$ cat config.mk
export PLATFORM = sky130hd
export DESIGN_NAME = vote_display_driver
export DESIGN_NICKNAME = d
export VERILOG_FILES = /design/src/rtl/vote_display_driver.sv
export SDC_FILE = /design/constraint.sdc
export NUM_CORES = 1
export LEC_CHECK = 0
export BUFFER_PORTS_ARGS = -buffer_cell sky130_fd_sc_hd__buf_2
export CAP_MARGIN = 20
export CORE_MARGIN = 2
export CORE_UTILIZATION = 45
export DETAILED_ROUTE_END_ITERATION = 8
export MAX_ROUTING_LAYER = met4
export SETUP_SLACK_MARGIN = 0.05
export SYNTH_ARGS = -nofsm -noshare
export SYNTH_HDL_FRONTEND = slang
export SYNTH_SLANG_ARGS = --single-unit
$ cat constraint.sdc
create_clock -name clk -period 4 [get_ports clk]
set_input_delay 0.8 -clock clk [delete_from_list [all_inputs] [get_ports clk]]
set_output_delay 0.8 -clock clk [all_outputs]
set_load 0.005 [all_outputs]
$ cat src/rtl/vote_display_driver.sv
// Binary-to-BCD display driver: a sequential double-dabble converter feeding a
// time-multiplexed 4-digit common-anode seven-segment display.
module vote_display_driver #(
    parameter int REFRESH_DIV = 100000,
    parameter bit BLANK_LZ    = 1'b1
) (
    input  logic        clk,
    input  logic        rst,
    input  logic [9:0]  value,
    output logic [15:0] bcd,
    output logic        busy,
    output logic [3:0]  an,
    output logic [6:0]  seg,
    output logic        dp
);

    localparam int CNT_W = (REFRESH_DIV > 2) ? $clog2(REFRESH_DIV) : 1;
    localparam logic [CNT_W-1:0] CNT_MAX = CNT_W'(REFRESH_DIV - 1);

    localparam logic [1:0] S_IDLE = 2'd0;
    localparam logic [1:0] S_CONV = 2'd1;
    localparam logic [1:0] S_LOAD = 2'd2;

    logic [1:0]       state;
    logic [9:0]       last_value;
    logic [9:0]       shift;
    logic [15:0]      work;
    logic [3:0]       iter;
    logic [CNT_W-1:0] refresh_cnt;
    logic [1:0]       digit_idx;
    logic [3:0]       cur_digit;
    logic             blank;

    function automatic logic [15:0] add3(input logic [15:0] w);
        logic [15:0] r;
        r = w;
        for (int i = 0; i < 4; i++) begin
            if (w[i*4 +: 4] >= 4'd5) r[i*4 +: 4] = w[i*4 +: 4] + 4'd3;
        end
        return r;
    endfunction

    function automatic logic [6:0] seg_code(input logic [3:0] d);
        case (d)
            4'd0:    return 7'b1000000;
            4'd1:    return 7'b1111001;
            4'd2:    return 7'b0100100;
            4'd3:    return 7'b0110000;
            4'd4:    return 7'b0011001;
            4'd5:    return 7'b0010010;
            4'd6:    return 7'b0000010;
            4'd7:    return 7'b1111000;
            4'd8:    return 7'b0000000;
            4'd9:    return 7'b0010000;
            default: return 7'b1111111;
        endcase
    endfunction

    // Converter: bcd only changes on the LOAD edge, so the display never sees a partial result
    always_ff @(posedge clk) begin
        if (rst) begin
            state      <= S_IDLE;
            last_value <= '0;
            shift      <= '0;
            work       <= '0;
            iter       <= '0;
            busy       <= 1'b0;
            bcd        <= '0;
        end else begin
            case (state)
                S_IDLE: begin
                    if (value != last_value) begin
                        shift      <= value;
                        last_value <= value;
                        work       <= '0;
                        iter       <= '0;
                        busy       <= 1'b1;
                        state      <= S_CONV;
                    end
                end
                S_CONV: begin
                    {work, shift} <= {add3(work), shift} << 1;
                    iter          <= iter + 4'd1;
                    if (iter == 4'd9) state <= S_LOAD;
                end
                S_LOAD: begin
                    bcd   <= work;
                    busy  <= 1'b0;
                    state <= S_IDLE;
                end
                default: state <= S_IDLE;
            endcase
        end
    end

    assign cur_digit = bcd[{digit_idx, 2'b00} +: 4];

    always_comb begin
        blank = 1'b0;
        if (BLANK_LZ) begin
            case (digit_idx)
                2'd1:    blank = (bcd[15:4] == 12'd0);
                2'd2:    blank = (bcd[15:8] == 8'd0);
                2'd3:    blank = (bcd[15:12] == 4'd0);
                default: blank = 1'b0;
            endcase
        end
    end

    // Scan: free-running refresh counter; an/seg lag the digit index by one cycle
    always_ff @(posedge clk) begin
        if (rst) begin
            refresh_cnt <= '0;
            digit_idx   <= '0;
            an          <= 4'b1111;
            seg         <= 7'b1111111;
        end else begin
            if (refresh_cnt == CNT_MAX) begin
                refresh_cnt <= '0;
                digit_idx   <= digit_idx + 2'd1;
            end else begin
                refresh_cnt <= refresh_cnt + 1'b1;
            end
            an  <= ~(4'b0001 << digit_idx);
            seg <= blank ? 7'b1111111 : seg_code(cur_digit);
        end
    end

    assign dp = 1'b1;

endmodule

=== After elaboration in Yosys (flattened, before gate mapping) ===
Memory sizes are Yosys's and may differ from the RTL's. A register that Yosys moved wholly into a read port is not among the register bits.
Index checks and enable logic that the tools add are counted.

* Reduce and logical (&&, ||, !) cells: 12
* Muxes and demuxes: 16
* Add/sub/neg operators: 7
* Shift-type cells: 2
* Bitwise gates (word level): 1
* Eq/ne operators: 10
* $lt $le $gt $ge: 4

{| class="wikitable"
|+ Operators with widths
! cell !! number
|-
| case mux 16 bit (2 select lines) || 1
|-
| case mux 10 bit (2 select lines) || 1
|-
| adder 17 x 1 -> 17 bit (second input constant) || 1
|-
| equality test 17 bit (second input constant) || 1
|-
| >= comparator 4 x 3 -> 1 bit (second input constant) || 4
|-
| 2-to-1 mux 16 bit || 1
|-
| 2-to-1 mux 4 bit || 4
|-
| indexed part select 16 x 5 -> 4 bit || 1
|-
| adder 4 x 2 -> 4 bit (second input constant) || 3
|-
| logical NOT 12 bit || 1
|-
| 2-to-1 mux 10 bit || 1
|-
| inequality test 10 bit || 1
|-
| logical NOT 8 bit || 1
|-
| case mux 4 bit (2 select lines) || 1
|-
| AND reduction 2 bit || 4
|-
| equality test 2 bit (second input constant) || 3
|-
| adder 4 x 1 -> 4 bit (second input constant) || 1
|-
| equality test 2 x 1 -> 1 bit (second input constant) || 2
|-
| equality test 4 bit (second input constant) || 1
|-
| logical NOT 4 bit || 1
|-
| 2-to-1 mux 2 bit || 2
|-
| inequality test 2 bit (second input constant) || 2
|-
| NOT 4 bit || 1
|-
| case mux 2 bit (2 select lines) || 1
|-
| 10 further kinds || 12
|}

* Flip-flop bits (word level): 82
* Memories: 1
* Output and inout port bits: 29
* ROM bits: 112

{| class="wikitable"
|+ Memory list
! memory !! words !! width !! read ports !! clocked after memory_dff !! wr ports !! line !! source
|-
| (no name shown) || 16 || 7 || 1 || 1 || 0 || 44 || <nowiki>case (d)</nowiki>
|}

=== Longest topological paths before layout ===
* Depth after elaboration: 3
* Gate-level depth with buffers: 8

=== Worst setup path before layout ===
Ideal clock, no wire load.

* Kind: input port to flip-flop
* Start: input port value[4]
* End: register shift[5]
* Library setup time: 0.119 ns
* Slack: 1.955 ns
* Path buffers: 1
* Arrival: 1.927 ns
* Stages on the path: 5
* Cell sequence: xnor2_1 -> nand4_1 -> o41a_1 -> clkbuf_1 -> o221a_2

* Word-level cells in the longest chain between the ends: 3

{| class="wikitable"
|+ RTL lines
! element !! line !! source
|-
| start, declared || 9 || <nowiki>input logic [9:0] value,</nowiki>
|-
| inequality test 10 bit || 72 || <nowiki>if (value != last_value) begin</nowiki>
|-
| inequality test 2 bit (no line) || -- ||
|-
| AND reduction 2 bit (no line) || -- ||
|-
| end signal, assigned || 73 || <nowiki>shift <= value;</nowiki>
|-
| end signal, assigned || 82 || <nowiki>{work, shift} <= {add3(work), shift} << 1;</nowiki>
|-
| end, declared || 26 || <nowiki>logic [9:0] shift;</nowiki>
|}

No other way between the ends.
A chain may end at the register's enable or synchronous reset.

=== Final worst setup path ===
* Start: input port value[9]
* End: register shift[3]

Same word-level chain as after synthesis.

==> reports/results.tsv <==
stage	metric	value	unit
clocking	Post-CTS Setup Inserts	0	
route	vias per cell	5.506	
clocking	Worst-path clk slew	90	ps
clocking	Clock Latency Late Sink	350	ps
timing	RSZ-0062 raised after global routing	no	
worst_hold_path	min-delay src	refresh_cnt[0]	
pwr	register share of total power	51.4	%
floorplan	Rows	35	
synth	mapped cell area	4253	sq um
worst_hold_path	Hold Path End	refresh_cnt[0]	
clocking	CTS tree	yes	
worst_setup_path	R2R cell count	5	
grt	antenna violations before repair	0	
worst_setup_path	Critical Path Source Type	primary input	
floorplan	CORE AREA	9196	sq um
timing	Final min period	2182	ps
grt	GR Util met1	24.30	%
synth	top cells by area, synth	dfxtp_1 (42%), nand2_1 (6.4%), ha_1 (6.2%)	
worst_setup_path	arrival time at the worst endpoint	2430	ps
pwr	overall power	0.001810	W
final_layout	Antenna Cells	0	
grt	GRT Residual Overflow	0	
pwr	worst vdd ir	202.6	uV
route	Final ANT Viol Nets	0	
synth	ys async rst share	0	%
worst_hold_path	HP Class	reg -> reg	
floorplan	Ports	41	
floorplan	total die area	10240	sq um
worst_setup_path	CP max FO	21	
pwr	combinational share of power	6.4	%
run_status	outcome	finished clean	
worst_setup_path	reg2reg end	seg[0]	
grt	largest net degree at the start of global routing	44	
synth	Post-synth EDFFs	0	
grt	met3 usage	2.968	%
synth	synthesized area per cell	8.860	sq um
clocking	H-Tree Depth	3	
clocking	clk root buf	clkbuf_8	
synth	Yosys Warn Count	0	
final_layout	share of cells above drive strength 1	16.05	%
grt	routing usage on met2	30.16	%
timing	final worst-path cycle share	54.55	%
route	DRC Markers	0	
pwr	PD cells	381.7	nW/um^2
clocking	clk buf depth	2	
job	max-cap violations	0	
grt	global route hottest layer	met2	
pwr	Leak	1.794	nW
timing	Final Skew	13.21	ps
route	wire length per cell	14.45	um
synth	largest area contributor in the netlist	dfxtp_1	
pwr	Clock power frac	42.3	%
final_layout	Area Growth Syn to Fin	11.50	%
synth	Synth Register Bits	89	
placed_design	hpwl dp	6264	um
worst_setup_path	FF-to-FF setup slack	1880	ps
clocking	CTS Sinks	89	
route	Vias	3425	
synth	Syn Inst Count	480	
floorplan	die height	101.2	um
synth	Mapped Nets	513	
synth	cell with the most instances after synthesis	dfxtp_1	
timing	relative slew slack	30.32	%
clocking	CTS buffer count	9	
floorplan	Die Span X	101.2	um
grt	vias in the first global route	3246	
synth	Synth top area share	41.89	%
final_layout	Final Util	51.56	%
timing	Final Hold Vio Count	0	
clocking	Hold-fix buffers, CTS	0	
placed_design	number of buffers added on ports	39	
worst_setup_path	R2R Path Start	digit_idx[0]	
timing	Worst Tran Pin Value	1041	ps
synth	synth cell count leaders	dfxtp_1 (89), nand2_1 (72), nor2_1 (37)	
route	DRT iter0 DRCs	120	
placed_design	GP Congestion	0.8372	
worst_setup_path	Critical Path End Type	flip-flop	
pwr	P_int	0.001410	W
worst_setup_path	required time worst endpoint	4250	ps
synth	Seq/Total Area, Yosys	41.89	%
worst_setup_path	Crit Path Category	in -> reg	
pwr	switching portion of total power	22.07	%
final_layout	nets	539	
pwr	sw power	0.0003994	W
route	final WL	8991	um
grt	Tot GR Track Use	18.97	%
timing	Final Max Slew Viols	0	
grt	first-pass GRT wire length	15140	um
route	DR pass1 iterations	4	
floorplan	Starting Density	46.24	%
worst_hold_path	Hold Path Cell Cnt	1	
synth	Distinct cells, synth	51	
synth	Synth Flop Type	dfxtp_1	
clocking	post_cts resized	0	
timing	Post-Route Setup TNS	0	ps
timing	Setup violations, final	0	
timing	FMAX	458.3	MHz
==> worst max-delay path: stages <==
cell and delay, ps:
buf_2 120, xnor2_1 170, nand4_1 170, o41a_1 760
o221a_2 400
==> cells in the final DEF (no fill, tap or decap), types with 9 or more instances in the layout <==
cell      instances
clkbuf_8         11
xnor2_1          24
mux2i_1          14
a21oi_1          33
ha_1             21
buf_2            39
inv_1            26
nor2_1           37
dfxtp_1          89
xor2_1            9
nand2_1          72
o221a_2           9
nand3_1          15
==> power by group through the flow <==
stage | combinational (W) | clock [W] | sequential (W)
floorplan | 0.0000859 | 0 | 0.000945
global placement | 0.000114 | 0 | 0.000950
detailed placement | 0.000117 | 0 | 0.000951
CTS | 0.000117 | 0.000780 | 0.000930
global route | 0.000130 | 0.000820 | 0.000933
finish | 0.000115 | 0.000765 | 0.000930
==> registers in the layout, summed over array words and instances, names as in the netlist, 4 cells and up <==
name and cells:
an 4, bcd 16, iter 4, last_value 10
refresh_cnt 17, seg 7, shift 10, work 16
==> through the flow <==
stage	worst slack (ps)	instance area (sq um)	hold slack, ps	std cells
after global routing	1727	4742	494.5	622
after global placement	1526	4488	443.4	606
after detailed placement	1480	4488	461.7	606
final	1818	4742	471.3	622
after floorplan	1955	4253	430.0	480
after CTS	1848	4742	474.8	622
==> final cells by class <==
| type | instances | area, sq um |
|---|---|---|
| clock buffer | 12 | 155.1 |
| clock inverter | 4 | 98.84 |
| fill | 886 | 4454 |
| inverter | 27 | 101.3 |
| multi-input combinational | 336 | 2241 |
| sequential | 89 | 1782 |
| tap | 111 | 138.9 |
| timing repair buffer | 43 | 225.2 |
==> how the worst max path moves through the flow <==
stage | from | endpoint | slack (ps) | cells after the start
after global placement | value[9] | shift[7] | 1530 | 6
after global routing | value[9] | shift[7] | 1730 | 6
after detailed placement | value[9] | shift[3] | 1480 | 5
after CTS | value[9] | shift[6] | 1850 | 5
after floorplan | value[4] | shift[5] | 1950 | 5
final | value[9] | shift[3] | 1820 | 5
==> logic make-up (layout without fill, tap and decap cells) <==
logic type / count (synthesis) / count (layout) / synth area share [%]
xor+xnor: 33 / 33 / 6.796
mux: 23 / 23 / 6.825
other cells: 1 / 1 / 0.08818
fa+ha+maj: 21 / 21 / 6.178
buf+inv: 55 / 86 / 5.413
flops: 89 / 89 / 41.89
compound gates: 92 / 92 / 14.86
simple gates: 166 / 166 / 17.95
==> per-layer routing <==
metal | part of all wire [%] | vias up
li1 | - | 1721
met5 | 0 | -
met3 | 4.2 | 9
met2 | 47 | 65
met4 | 1.2 | 0
met1 | 48 | 1630
Power figures use the tool's default switching activity.
